File: src/rtl/regfile_pkg.sv
// regfile_pkg
// Shared types and defaults for the regfile_sync_clr register file.
//   rf_state_t : clear-sequencer state (IDLE, CLEAR)
//   RF_DATA_W  : default register width
//   RF_ADDR_W  : default address width
//   rf_depth() : number of registers for a given address width
package regfile_pkg;

    typedef enum logic {
        IDLE  = 1'b0,
        CLEAR = 1'b1
    } rf_state_t;

    localparam int RF_DATA_W = 8;
    localparam int RF_ADDR_W = 3;

    function automatic int rf_depth(input int addr_w);
        return 1 << addr_w;
    endfunction

endpackage

File: src/rtl/regfile_clear_seq.sv
// regfile_clear_seq
// Clear sequencer for the register file. After reset, or on clr_req while
// idle, it walks clr_ptr from 0 to DEPTH-1 and takes over the array write
// port to zero one register per cycle.
// Ports:
//   clk, reset    : clock, asynchronous active-high reset
//   clr_req       : single-cycle clear request (ignored while clearing)
//   wr_en         : external write enable, used only to flag dropped writes
//   state         : current sequencer state (debug / read zeroing)
//   clr_busy      : registered, high while in CLEAR
//   wr_drop       : registered pulse, a write arrived during CLEAR
//   clr_we        : write-port mux select, sequencer owns the array port
//   clr_addr      : address being zeroed
//   clr_data      : zero data for the array write port
module regfile_clear_seq
    import regfile_pkg::*;
#(
    parameter int DATA_W = RF_DATA_W,
    parameter int ADDR_W = RF_ADDR_W
) (
    input  logic              clk,
    input  logic              reset,
    input  logic              clr_req,
    input  logic              wr_en,
    output rf_state_t         state,
    output logic              clr_busy,
    output logic              wr_drop,
    output logic              clr_we,
    output logic [ADDR_W-1:0] clr_addr,
    output logic [DATA_W-1:0] clr_data
);

    localparam int DEPTH = rf_depth(ADDR_W);
    localparam logic [ADDR_W-1:0] LAST_ADDR = ADDR_W'(DEPTH - 1);

    rf_state_t         state_q,    state_d;
    logic [ADDR_W-1:0] clr_ptr_q,  clr_ptr_d;
    logic              clr_busy_q, clr_busy_d;
    logic              wr_drop_q,  wr_drop_d;

    always_comb begin
        state_d    = state_q;
        clr_ptr_d  = clr_ptr_q;
        clr_busy_d = clr_busy_q;
        wr_drop_d  = (state_q == CLEAR) && wr_en;
        case (state_q)
            IDLE: begin
                if (clr_req) begin
                    state_d    = CLEAR;
                    clr_ptr_d  = '0;
                    clr_busy_d = 1'b1;
                end
            end
            CLEAR: begin
                // The wrap back to 0 on the last write is harmless: the
                // pointer is only consumed while in CLEAR.
                clr_ptr_d = clr_ptr_q + 1'b1;
                if (clr_ptr_q == LAST_ADDR) begin
                    state_d    = IDLE;
                    clr_busy_d = 1'b0;
                end
            end
            default: begin
                state_d = IDLE;
            end
        endcase
    end

    // Reset lands in CLEAR so the array is zeroed before first use.
    always_ff @(posedge clk or posedge reset) begin
        if (reset) begin
            state_q    <= CLEAR;
            clr_ptr_q  <= '0;
            clr_busy_q <= 1'b1;
            wr_drop_q  <= 1'b0;
        end else begin
            state_q    <= state_d;
            clr_ptr_q  <= clr_ptr_d;
            clr_busy_q <= clr_busy_d;
            wr_drop_q  <= wr_drop_d;
        end
    end

    assign state    = state_q;
    assign clr_busy = clr_busy_q;
    assign wr_drop  = wr_drop_q;
    assign clr_we   = (state_q == CLEAR);
    assign clr_addr = clr_ptr_q;
    assign clr_data = '0;

endmodule

File: src/rtl/regfile_sync_clr.sv
// regfile_sync_clr
// Two-read / one-write register file with synchronous (1-cycle) reads and a
// built-in clear sequencer that zeroes the array after reset or on request.
// Configuration macro: REGFILE_BYPASS_EN
//   defined   : a same-address read during an IDLE write returns wr_data
//   undefined : a same-address read during a write returns the old content
// Ports:
//   clk, reset            : clock, asynchronous active-high reset
//   rd_en1/2, rd_addr1/2  : read enables and addresses
//   rd_data1/2            : registered read data (held when enable is low)
//   wr_en, wr_addr, wr_data : write port (discarded while clearing)
//   clr_req               : single-cycle request to zero the array
//   clr_busy              : clear sequence in progress
//   wr_drop               : pulse, a write was discarded during a clear
module regfile_sync_clr
    import regfile_pkg::*;
#(
    parameter int DATA_W = RF_DATA_W,
    parameter int ADDR_W = RF_ADDR_W
) (
    input  logic              clk,
    input  logic              reset,
    input  logic              rd_en1,
    input  logic [ADDR_W-1:0] rd_addr1,
    output logic [DATA_W-1:0] rd_data1,
    input  logic              rd_en2,
    input  logic [ADDR_W-1:0] rd_addr2,
    output logic [DATA_W-1:0] rd_data2,
    input  logic              wr_en,
    input  logic [ADDR_W-1:0] wr_addr,
    input  logic [DATA_W-1:0] wr_data,
    input  logic              clr_req,
    output logic              clr_busy,
    output logic              wr_drop
);

    localparam int DEPTH = rf_depth(ADDR_W);

    rf_state_t         seq_state;
    logic              clr_we;
    logic [ADDR_W-1:0] clr_addr;
    logic [DATA_W-1:0] clr_data;

    regfile_clear_seq #(
        .DATA_W (DATA_W),
        .ADDR_W (ADDR_W)
    ) u_clear_seq (
        .clk      (clk),
        .reset    (reset),
        .clr_req  (clr_req),
        .wr_en    (wr_en),
        .state    (seq_state),
        .clr_busy (clr_busy),
        .wr_drop  (wr_drop),
        .clr_we   (clr_we),
        .clr_addr (clr_addr),
        .clr_data (clr_data)
    );

    logic [DATA_W-1:0] mem_q [DEPTH];

    logic              arr_we;
    logic [ADDR_W-1:0] arr_addr;
    logic [DATA_W-1:0] arr_data;
    logic              in_clear;
    logic              byp1, byp2;
    logic [DATA_W-1:0] rd_data1_q, rd_data1_d;
    logic [DATA_W-1:0] rd_data2_q, rd_data2_d;

    assign in_clear = (seq_state == CLEAR);

    // Single array write port: the sequencer owns it while clearing, so any
    // external write in that window is simply not selected.
    always_comb begin
        arr_we   = clr_we | wr_en;
        arr_addr = clr_we ? clr_addr : wr_addr;
        arr_data = clr_we ? clr_data : wr_data;
    end

    // The array itself has no reset; the clear sequence initialises it.
    always_ff @(posedge clk) begin
        if (arr_we) begin
            mem_q[arr_addr] <= arr_data;
        end
    end

`ifdef REGFILE_BYPASS_EN
    // Per-port forwarding of the write in flight; only meaningful in IDLE.
    always_comb begin
        byp1 = !in_clear && wr_en && (wr_addr == rd_addr1);
        byp2 = !in_clear && wr_en && (wr_addr == rd_addr2);
    end
`else
    always_comb begin
        byp1 = 1'b0;
        byp2 = 1'b0;
    end
`endif

    always_comb begin
        rd_data1_d = rd_data1_q;
        rd_data2_d = rd_data2_q;
        if (rd_en1) begin
            if (in_clear)  rd_data1_d = '0;
            else if (byp1) rd_data1_d = wr_data;
            else           rd_data1_d = mem_q[rd_addr1];
        end
        if (rd_en2) begin
            if (in_clear)  rd_data2_d = '0;
            else if (byp2) rd_data2_d = wr_data;
            else           rd_data2_d = mem_q[rd_addr2];
        end
    end

    always_ff @(posedge clk or posedge reset) begin
        if (reset) begin
            rd_data1_q <= '0;
            rd_data2_q <= '0;
        end else begin
            rd_data1_q <= rd_data1_d;
            rd_data2_q <= rd_data2_d;
        end
    end

    assign rd_data1 = rd_data1_q;
    assign rd_data2 = rd_data2_q;

endmodule

File: config.mk
export PLATFORM = sky130hd
export DESIGN_NAME = regfile_sync_clr
export DESIGN_NICKNAME = d
export VERILOG_FILES = /design/src/rtl/regfile_pkg.sv /design/src/rtl/regfile_clear_seq.sv /design/src/rtl/regfile_sync_clr.sv
export SDC_FILE = /design/constraint.sdc
export NUM_CORES = 1
export LEC_CHECK = 0
export ABC_AREA = 1
export ABC_CLOCK_PERIOD_IN_PS = 3500
export BUFFER_PORTS_ARGS = -buffer_cell sky130_fd_sc_hd__clkbuf_2
export CAP_MARGIN = 20
export CELL_PAD_IN_SITES_DETAIL_PLACEMENT = 1
export CELL_PAD_IN_SITES_GLOBAL_PLACEMENT = 1
export CORE_ASPECT_RATIO = 0.8
export CORE_MARGIN = 2
export CORE_UTILIZATION = 37
export CTS_BUF_LIST = sky130_fd_sc_hd__clkbuf_16
export DETAILED_ROUTE_END_ITERATION = 6
export PLACE_DENSITY_LB_ADDON = 0.1
export SETUP_SLACK_MARGIN = 0.02
export SYNTH_ARGS = -nofsm -noshare
export SYNTH_HDL_FRONTEND = slang
export SYNTH_HIERARCHICAL = 1
export SYNTH_SLANG_ARGS = --single-unit
File: constraint.sdc
create_clock -name clk -period 3.5 [get_ports clk]
set_clock_uncertainty 0.05 [all_clocks]
set_input_delay 0.875 -clock clk [delete_from_list [all_inputs] [get_ports clk]]
set_output_delay 0.875 -clock clk [all_outputs]
set_load 0.05 [all_outputs]
[Word-level counts from Yosys, hierarchy flattened]
Memory sizes are Yosys's and may differ from the RTL's.
Index checks and enable logic that the tools add are counted.
Word-level totals
  register bits: 22
  output and inout bits: 18
  bits in writable memories: 64
  memories: 1
  logic and storage cells: 29
Operators by class
  bitwise logic cells: 2
  muxes and demuxes: 14
  eq/ne operators: 3
  reduce and logical (&&, ||, !) cells: 2
  $add $sub $neg: 1
Memories
  mem_q: depth 8, width 8, read ports 2, clocked after memory_dff 0, wr ports 1, line regfile_sync_clr.sv:60  | logic [DATA_W-1:0] mem_q [DEPTH];
Operator list (count)
  $mux 8: 3
  $mux 1: 6
  $mux 3: 2
  $pmux 3 s2: 1
  $ne 2x2->1 const B: 2
  $pmux 1 s2: 2
  $add 3x1->3 const B: 1
  $eq 3x3->1 const B: 1
  $reduce_and 2->1: 1
  $logic_and 1x1->1: 1
  $not 1->1: 1
  $or 1x1->1: 1

[Logic depth before layout (Yosys ltp)]
Gate-level depths: netlist of run 1.
  depth after elaboration: 3
  mapped depth: 8

[By module]
Netlist of run 1, hierarchy kept.
By module, submodules not included
  regfile_sync_clr: area an instance 4116.4 um^2, times used 1, cells each 500, sequential area each 2322.2 um^2
  regfile_clear_seq: area an instance 341.6 um^2, times used 1, cells each 39, sequential area each 152.6 um^2

[Least setup slack after synthesis of run 1]
OpenSTA, ideal clock, no wires.
  kind: input-to-reg
  from: in wr_addr[1]
  to: mem mem_q[1][0] in the netlist's numbering, enable pin
  library setup time: 0.370 ns
  buffers on the path: 0
  arrival time: 1.582 ns
  setup slack: 1.498 ns
  cell stages on the path: 3
  path through: o21ai_0 -> nand2_1 -> nor2_1
Between the ends
  word-level cells in the longest chain between the ends: 1
RTL lines
  from (decl): line regfile_sync_clr.sv:30  | input logic [ADDR_W-1:0] wr_addr,
  $mux 3: line regfile_sync_clr.sv:76  | arr_addr = clr_we ? clr_addr : wr_addr;
  to (decl): line regfile_sync_clr.sv:60
Every way passes these cells.

[Worst setup path after layout of run 1]
  from: reg u_clear_seq.state_q, in the netlist u_clear_seq/clr_we
  to: mem mem_q[7][6] in the netlist's numbering, enable pin
Between the ends
  word-level cells in the longest chain between the ends: 3
  elaborated cells between the ends (all ways): 4
  those cells by class: mux (3); bitwise (1)
RTL lines
  from (decl): line regfile_clear_seq.sv:36  | rf_state_t state_q, state_d;
  from (signal assigned): line regfile_clear_seq.sv:77  | state_q <= state_d;
  $or 1x1->1: line regfile_sync_clr.sv:75  | arr_we = clr_we | wr_en;
  $mux 1: line regfile_sync_clr.sv:82  | if (arr_we) begin
  $mux 1 (not written as such): line regfile_sync_clr.sv:83  | mem_q[arr_addr] <= arr_data;
Several ways; a longest one is shown, not always the timed one.

==> reports/metrics.yaml, run 1 <==
run_status:
  status: "completed"
clock_tree:
  htree_levels: 3
  numCtsBuffers: 9
  post_cts_buffers: 0
  holdBufCountCts: 0
  post_cts_resized: 0
  root_buffer: "clkbuf_16"
  clkSinkCount: 86
  insertion_delay_ps: 340
  cts_tree: "done"
  clkTransAtPathRegs_ps: 70
  cts_buffer_depth: 2
floorplan:
  core_sq_um: 11600
  die_h_um: 102
  die_w_um: 127
  row_count: 35
  boundaryPins: 41
  die_area_sq_um: 12900
  start_util_pct: 38.3
synth:
  yosysTopAreaCell: "edfxtp_1"
  yosys_warnings: 6
  muxShareOfSynthArea_pct: 0
  synth_top_area_share_pct: 43.1
  synthXorXnorAreaFrac_pct: 0
  synth_top_family_by_area: "simple AND/OR/NAND/NOR gates"
  synth_compound_area_share_pct: 0.533
  synth-seq-cells: 86
  syn_area_per_cell_sq_um: 8.27
  synthTopCellsByArea: "edfxtp_1, nand2_1, nand3_1"
  ys_types: 21
  syn_area_sq_um: 4460
  synth_simple_gate_area_share_pct: 31.3
  synth_fa_ha_area_share_pct: 0.842
  synth_seq_area_share_pct: 55.5
  synth_cells: 539
critical_path:
  cp-start-kind: "register"
  path_class: "reg -> reg"
  crit_arrival_ps: 2280
  path_max_fanout: 21
  cp-end-kind: "register"
  critPathRequiredTime_ps: 3510
drt:
  drt_iter0_markers: 308
  via_per_inst: 5.12
  ant_nets: 0
  wl_per_cell_um: 19.1
  vias: 3744
  first_pass_iters: 5
  drc: 0
  routed_wl_um: 13900
sta:
  relSlewSlack_pct: 53.9
  worstMarginPinSlew_ps: 690
  finalHoldViolCount: 0
  max_freq_ghz: 0.439
  drv_slew: 0
  setup_violations: 0
  post-route-min-period_ps: 2280
  fin_setup_tns_ps: 0
  rsz0062_at_grt: "no"
  period_share_pct: 65.0
layout:
  diodes: 0
  area_growth_pct: 13.9
  seq_area_sq_um: 2470
  multi_input_area_sq_um: 1490
  fill_cells: 1463
  drive_gt1_share_pct: 13.2
  nets: 604
  final_cells: 731
grt:
  antenna_found_initial: 0
  grt_max_degree: 33
  grt_util_all_layers_pct: 23.3
  grt_pass1_vias: 3940
  overflow: 0
  grt_first_pass_wirelength_um: 22500
power_and_ir_drop:
  power_leakage_nw: 2.52
  total_power_mw: 4.22
  vdd_drop_max_v: 0.000407
  power_density_nw_per_um2: 831
place:
  hpwlAfterDp_um: 9980
  place_congestion: 0.846
  io_buffers: 40
  placed_cells: 715
worst_hold_path:
  hp-class: "in -> async"
run:
  cap_violations: 0
-- critical path: stages, from the launching register on --
cell	delay, ps
dfstp_2	530
buf_4	260
o21ai_0	200
inv_1	120
nand2_1	80
nor2_1	470
buf_4	270
-- cell families (layout without fill, tap and decap cells) --
| logic type | after synthesis | in the layout |
|---|---|---|
| compound gates | 4 | 4 |
| other cells | 1 | 8 |
| fa+ha+maj | 3 | 3 |
| simple gates | 331 | 331 |
| buf+inv | 114 | 151 |
| flops | 86 | 86 |
-- Yosys cell counts (all sizes together) --
cell,instances
nand2,204
nand3,113
inv,79
edfxtp,64
buf,31
dfrtp,20
nor2,11
ha,3
o21ai,3
or2,3
clkbuf,2
clkinv,2
dfstp,2
a21oi,1
conb,1
-- final cells by class --
type	count	area share (%)
Clock inverter	7	1.92
Inverter	81	5.99
Timing Repair Buffer	54	6.01
Sequential cell	86	48.7
Tap cell	148	3.65
Multi-Input combinational cell	346	29.3
Clock buffer	9	4.44
-- metal layers --
metal  up-vias  track usage [%]  part of all wire, %  routed length (um)
li1       1767                -                    -                   -
met1      1841             34.1                   49                6860
met4         0             5.83                 0.98                 136
met2       123             36.2                   45                6230
met5         -                0                    0                   0
met3        13             4.08                  5.2                 720
-- registers in the layout (all words and copies together), names as in the netlist --
name,count
u_clear_seq/wr_drop,1
rd_data2,8
u_clear_seq/clr_busy,1
mem_q,64
rd_data1,8
u_clear_seq/clr_we,1
u_clear_seq/clr_addr,3
-- path summary, 6_finish.rpt --
kind,from,end,slack (ps),depth (start not counted)
setup / recovery,u_clear_seq/clr_we,mem_q[7][6],1220,6
hold / removal,reset,u_clear_seq/clr_addr[2],400,2
setup reg to reg,u_clear_seq/clr_we,mem_q[7][6],1220,6
hold reg to reg,u_clear_seq/clr_busy,u_clear_seq/clr_busy,430,2
max in group asynchronous,reset,rd_data2[2],2380,2
min in group clk,u_clear_seq/clr_busy,u_clear_seq/clr_busy,430,2
-- placed cells by master (no fill, tap or decap), types with 8 or more instances in the layout --
master       n
dfrtp_1     20
clkbuf_16    9
inv_1       77
nor2_1      10
buf_4       14
edfxtp_1    64
nand3_1    113
nand2_1    204
clkbuf_2    40
conb_1       8
-- stage by stage --
| step | area, sq um | util, % | setup WS, ps | hold slack [ps] |
|---|---|---|---|---|
| 6_report | 5080 | 43.6 | 1220 | 396 |
| 3_5_place_dp | 4750 | 40.8 | 1150 | 423 |
| 3_3_place_gp | 4750 | 40.8 | 1200 | 408 |
| 2_1_floorplan | 4480 | - | 1500 | 410 |
| 5_1_grt | 5080 | 43.6 | 1120 | 405 |
| 4_1_cts | 5080 | 43.6 | 1220 | 402 |
-- report_power, final --
group / internal (mW) / leakage, nW / switching, mW
Clock: 0.628 / 0.154 / 0.404
Sequential: 1.59 / 0.876 / 0.122
Combinational: 0.364 / 1.49 / 1.11
Total: 2.59 / 2.52 / 1.63
No activity file was read; power rests on OpenSTA's default activity.
==> inputs of run 2 (changes only) <==
ABC_CLOCK_PERIOD_IN_PS = 2400   (was 3500)
clock period = 2.4 ns   (was 3.5 ns; I/O delays follow)
==> run 2 against run 1 <==
Global-route usage grew 0.063 points. Sequential power grew 48%. Non-clock buffer count grew 2. Register-to-register slack lost 970 ps. First-iteration DRC count shrank 6.8%. Utilization grew 0.28 points. Design area grew 0.64%. Wire length is essentially flat. Fmax grew 6.1%. Setup slack lost 970 ps. Via count shrank 1.3%. Power grew 47%. Critical endpoint is now mem_q[3][3]. Largest power group unchanged.
==> reports/metrics.yaml, run 2 (synthesized netlist as in run 1, its figures left out) <==
run_status:
  status: "completed"
grt:
  overflow: 0
  antenna_found_initial: 0
  grt_util_all_layers_pct: 23.3
  grt_pass1_vias: 3980
  grt_first_pass_wirelength_um: 22200
  grt_max_degree: 33
power_and_ir_drop:
  clockPowerShare_pct: 25.7
  power_density_nw_per_um2: 1210
  p_int_mw: 3.86
  vdd_drop_max_v: 0.000759
  swShare_pct: 37.7
  comb_power_share_pct: 33.4
  switchingPower_mw: 2.34
  sequentialPowerShare_pct: 40.9
  power_leakage_nw: 2.55
floorplan:
  row_count: 35
  die_w_um: 127
  boundaryPins: 41
  die_h_um: 102
  core_sq_um: 11600
  die_area_sq_um: 12900
  start_util_pct: 38.3
critical_path:
  r2r_start: "u_clear_seq/clr_we"
  reg2reg_depth: 5
  path_cells: "inv_1 > or2_1 > o21ai_2 > nand2_1 > nor2_1"
  slowest_stage: "dfstp_2"
  slowest_delay_ps: 670
  path_class: "reg -> reg"
  path_max_fanout: 14
  worst-path-buf-inv: 1
  r2r-end: "mem_q[3][3]"
  crit_arrival_ps: 2070
  critPathRequiredTime_ps: 2320
  cp-start-kind: "register"
  cp-end-kind: "register"
  r2r_setup_slack_ps: 260
  cp_top_family: "simple AND/OR/NAND/NOR gates"
sta:
  rsz0062_at_grt: "no"
  period_share_pct: 89.3
  post-route-min-period_ps: 2140
  finalHoldViolCount: 0
  fin_setup_tns_ps: 0
  max_freq_ghz: 0.466
  drv_slew: 0
  worstMarginPinSlew_ps: 706
  setup_violations: 0
  relSlewSlack_pct: 52.8
clock_tree:
  clkSinkCount: 86
  clkTransAtPathRegs_ps: 60
  insertion_delay_ps: 340
  cts_tree: "done"
  root_buffer: "clkbuf_16"
  cts_buffer_depth: 2
  post_cts_buffers: 0
  post_cts_resized: 0
  numCtsBuffers: 9
  htree_levels: 3
  holdBufCountCts: 0
drt:
  ant_nets: 0
  drt_iter0_markers: 287
  vias: 3697
  via_per_inst: 5.04
  drc: 0
  wl_per_cell_um: 19.0
  first_pass_iters: 5
  routed_wl_um: 13900
place:
  hpwlAfterDp_um: 10100
  place_congestion: 0.880
  io_buffers: 40
  dpl_cell_area_sq_um: 4770
  placed_cells: 717
layout:
  nets: 606
  fill_cells: 1401
  seq_area_sq_um: 2470
  drive_gt1_share_pct: 13.3
  diodes: 0
  fin_area_sq_um: 5110
  final_cell_mix: "nand2_1, nand3_1, inv_1"
  final_cells: 733
  multi_input_area_sq_um: 1490
  layout_commonest_cell: "nand2_1"
  max_flop_register: "mem_q"
  largest_reg_flops: 64
  area_growth_pct: 14.6
run:
  cap_violations: 0
worst_hold_path:
  hp-class: "in -> async"
run 2: cell count changes in the layout (fill, tap and decap cells not counted), sizes merged:
cell      delta
buf          +2
bufinv       +1
clkinv       -1
clkinvlp     -1
inv          +1
run 2: worst register-to-register path, stage by stage (launching register included):
cell     delay (ps)
dfstp_2         670
inv_1           120
or2_1           230
o21ai_2          80
nand2_1          90
nor2_1          530
run 2: how the worst max path moves through the flow:
stage,start,end,slack [ps],depth (start not counted)
6_report,u_clear_seq/clr_we,mem_q[3][3],260,5
5_1_grt,u_clear_seq/clr_we,mem_q[3][3],30,5
4_1_cts,u_clear_seq/clr_we,mem_q[3][7],230,5
3_5_place_dp,u_clear_seq/clr_we,mem_q[3][7],240,5
3_3_place_gp,u_clear_seq/clr_we,mem_q[3][7],280,5
2_1_floorplan,u_clear_seq/clr_we,mem_q[1][0],440,6
run 2: per-layer routing:
layer	track usage, %	wire (um)	vias to the layer above
met5	0	0	-
met4	8.20	345	0
met3	5.08	682	27
met2	37.9	6330	94
met1	31.4	6590	1804
li1	-	-	1772
run 2: power by group through the flow:
stage / Combinational (mW) / Sequential [mW] / Clock [mW]
after global placement: 1.98 / 2.54 / 0
after floorplan: 1.13 / 2.75 / 0
after detailed placement: 2.06 / 2.56 / 0
after global routing: 2.32 / 2.58 / 1.68
final: 2.07 / 2.54 / 1.59
after CTS: 2.09 / 2.54 / 1.61
run 2: per-stage QoR:
step	setup slack (ps)	hold slack, ps	total power, mW	util, %
floorplan	445	340	3.88	-
global placement	284	407	4.53	40.9
detailed placement	238	420	4.63	40.9
CTS	229	160	6.24	43.9
global route	29.9	179	6.57	43.9
finish	256	164	6.19	43.9
run 2: layout make-up:
class | instances | area share (%)
clock buffer | 9 | 4.41
tap | 148 | 3.62
inverter | 81 | 5.95
sequential | 86 | 48.4
clock inverter | 7 | 2.25
timing repair buffer | 56 | 6.27
multi-input combinational | 346 | 29.1
==> inputs of run 3 (changes only) <==
PLACE_DENSITY = 0.65   (was not set)
PLACE_DENSITY_LB_ADDON = not set   (was 0.1)
RECOVER_POWER = 50   (was not set)
SETUP_SLACK_MARGIN = 0.4   (was 0.02)
==> run 3 against run 2 <==
Global-route usage grew 0.12 points. Cell count increased by 0.55%. Sequential share of layout area about the same. Sequential power is 2% lower. Largest cell class unchanged. Highest routed layer unchanged.
==> reports/metrics.yaml, run 3 (synthesized netlist as in run 1, its figures left out) <==
floorplan:
  die_h_um: 102
  start_util_pct: 38.3
  die_w_um: 127
  boundaryPins: 41
  row_count: 35
  die_area_sq_um: 12900
  core_sq_um: 11600
power_and_ir_drop:
  comb_power_share_pct: 36.4
  clockPowerShare_pct: 22.3
  power_density_nw_per_um2: 1190
  sequentialPowerShare_pct: 41.2
  vdd_drop_max_v: 0.000545
  power_leakage_nw: 2.53
  p_int_mw: 3.69
  swShare_pct: 39.2
  switchingPower_mw: 2.38
layout:
  multi_input_area_sq_um: 1510
  final_cells: 737
  final_cell_mix: "nand2_1, nand3_1, inv_1"
  fin_area_sq_um: 5100
  layout_commonest_cell: "nand2_1"
  diodes: 0
  fill_cells: 1409
  drive_gt1_share_pct: 13.2
  nets: 610
  max_flop_register: "mem_q"
  seq_area_sq_um: 2470
  largest_reg_flops: 64
  area_growth_pct: 14.5
critical_path:
  worst-path-buf-inv: 3
  cp_top_family: "buffers and inverters"
  cp-end-kind: "register"
  slowest_stage: "dfstp_2"
  path_class: "reg -> reg"
  slowest_delay_ps: 530
  path_max_fanout: 9
  crit_arrival_ps: 1980
  path_cells: "clkbuf_1 > buf_4 > or2_2 > nand3_2 > nor2_1 > buf_6"
  critPathRequiredTime_ps: 2400
  cp-start-kind: "register"
drt:
  drc: 0
  wl_per_cell_um: 19.3
  via_per_inst: 5.12
  vias: 3771
  ant_nets: 0
  first_pass_iters: 5
  drt_iter0_markers: 225
  routed_wl_um: 14200
grt:
  grt_first_pass_wirelength_um: 22100
  antenna_found_initial: 0
  grt_max_degree: 33
  grt_pass1_vias: 4036
  grt_util_all_layers_pct: 23.4
  overflow: 0
clock_tree:
  cts_buffer_depth: 2
  cts_tree: "done"
  numCtsBuffers: 9
  clkSinkCount: 86
  clkTransAtPathRegs_ps: 60
  holdBufCountCts: 0
  root_buffer: "clkbuf_16"
  insertion_delay_ps: 340
  htree_levels: 3
sta:
  finalHoldViolCount: 0
  period_share_pct: 82.4
  rsz0062_at_grt: "no"
  drv_slew: 0
  relSlewSlack_pct: 55.5
  post-route-min-period_ps: 1980
  worstMarginPinSlew_ps: 667
  setup_violations: 0
  fin_setup_tns_ps: 0
  max_freq_ghz: 0.505
worst_hold_path:
  hp-class: "in -> async"
run_status:
  status: "completed"
run:
  cap_violations: 0
place:
  placed_cells: 719
  hpwlAfterDp_um: 10000
  dpl_cell_area_sq_um: 4780
  place_congestion: 0.814
  io_buffers: 40
==> run 3: final timing paths <==
check / end / cells past startpoint / startpoint / slack [ps]
max in group asynchronous: rd_data2[5] / 2 / reset / 1530
worst min-delay path: u_clear_seq/wr_drop / 2 / reset / 180
min in group clk: u_clear_seq/wr_drop / 3 / wr_en / 430
worst min register to register: u_clear_seq/clr_busy / 2 / u_clear_seq/clr_busy / 430
worst max register to register: mem_q[4][0] / 6 / u_clear_seq/clr_we / 420
worst max-delay path: mem_q[4][0] / 6 / u_clear_seq/clr_we / 420
==> run 3: what timing repair did <==
| action | 4_1_cts | 5_1_grt |
|---|---|---|
| pin swaps | 0 | 1 |
| resized for setup | 3 | 5 |
| endpoints found under the setup margin | 24 | 40 |
| setup buffers | 0 | 2 |
| gates cloned | 0 | 0 |
==> run 3: stage by stage <==
step	setup slack [ps]	power (mW)	util, %	hold WS (ps)
after floorplan	445	3.88	-	340
after global placement	305	4.53	41.1	409
after detailed placement	227	4.64	41.1	425
after CTS	389	6.01	43.6	154
after global routing	289	6.43	43.8	186
final	421	6.07	43.8	175
==> run 3: final cells by class <==
| type | count | area share [%] |
|---|---|---|
| clock inverters | 7 | 1.15 |
| multi-input cells | 346 | 29.6 |
| well taps | 148 | 3.63 |
| flip-flops and latches | 86 | 48.5 |
| inverters | 81 | 5.96 |
| repair buffers | 60 | 6.79 |
| clock buffers | 9 | 4.41 |
==> run 3: layer usage <==
| layer | vias to the layer above | GRT usage (%) | share of wire, % |
|---|---|---|---|
| li1 | 1776 | - | - |
| met1 | 1873 | 30.5 | 45 |
| met2 | 100 | 39.5 | 47 |
| met3 | 22 | 4.03 | 4.9 |
| met4 | 0 | 9.81 | 2.7 |
| met5 | - | 0 | 0 |
==> run 3: power groups by stage <==
stage / Clock, mW / Sequential (mW) / Combinational [mW]
after floorplan: 0 / 2.75 / 1.13
after global placement: 0 / 2.53 / 2.00
after detailed placement: 0 / 2.55 / 2.09
after CTS: 1.37 / 2.52 / 2.12
after global routing: 1.42 / 2.54 / 2.47
final: 1.36 / 2.50 / 2.21
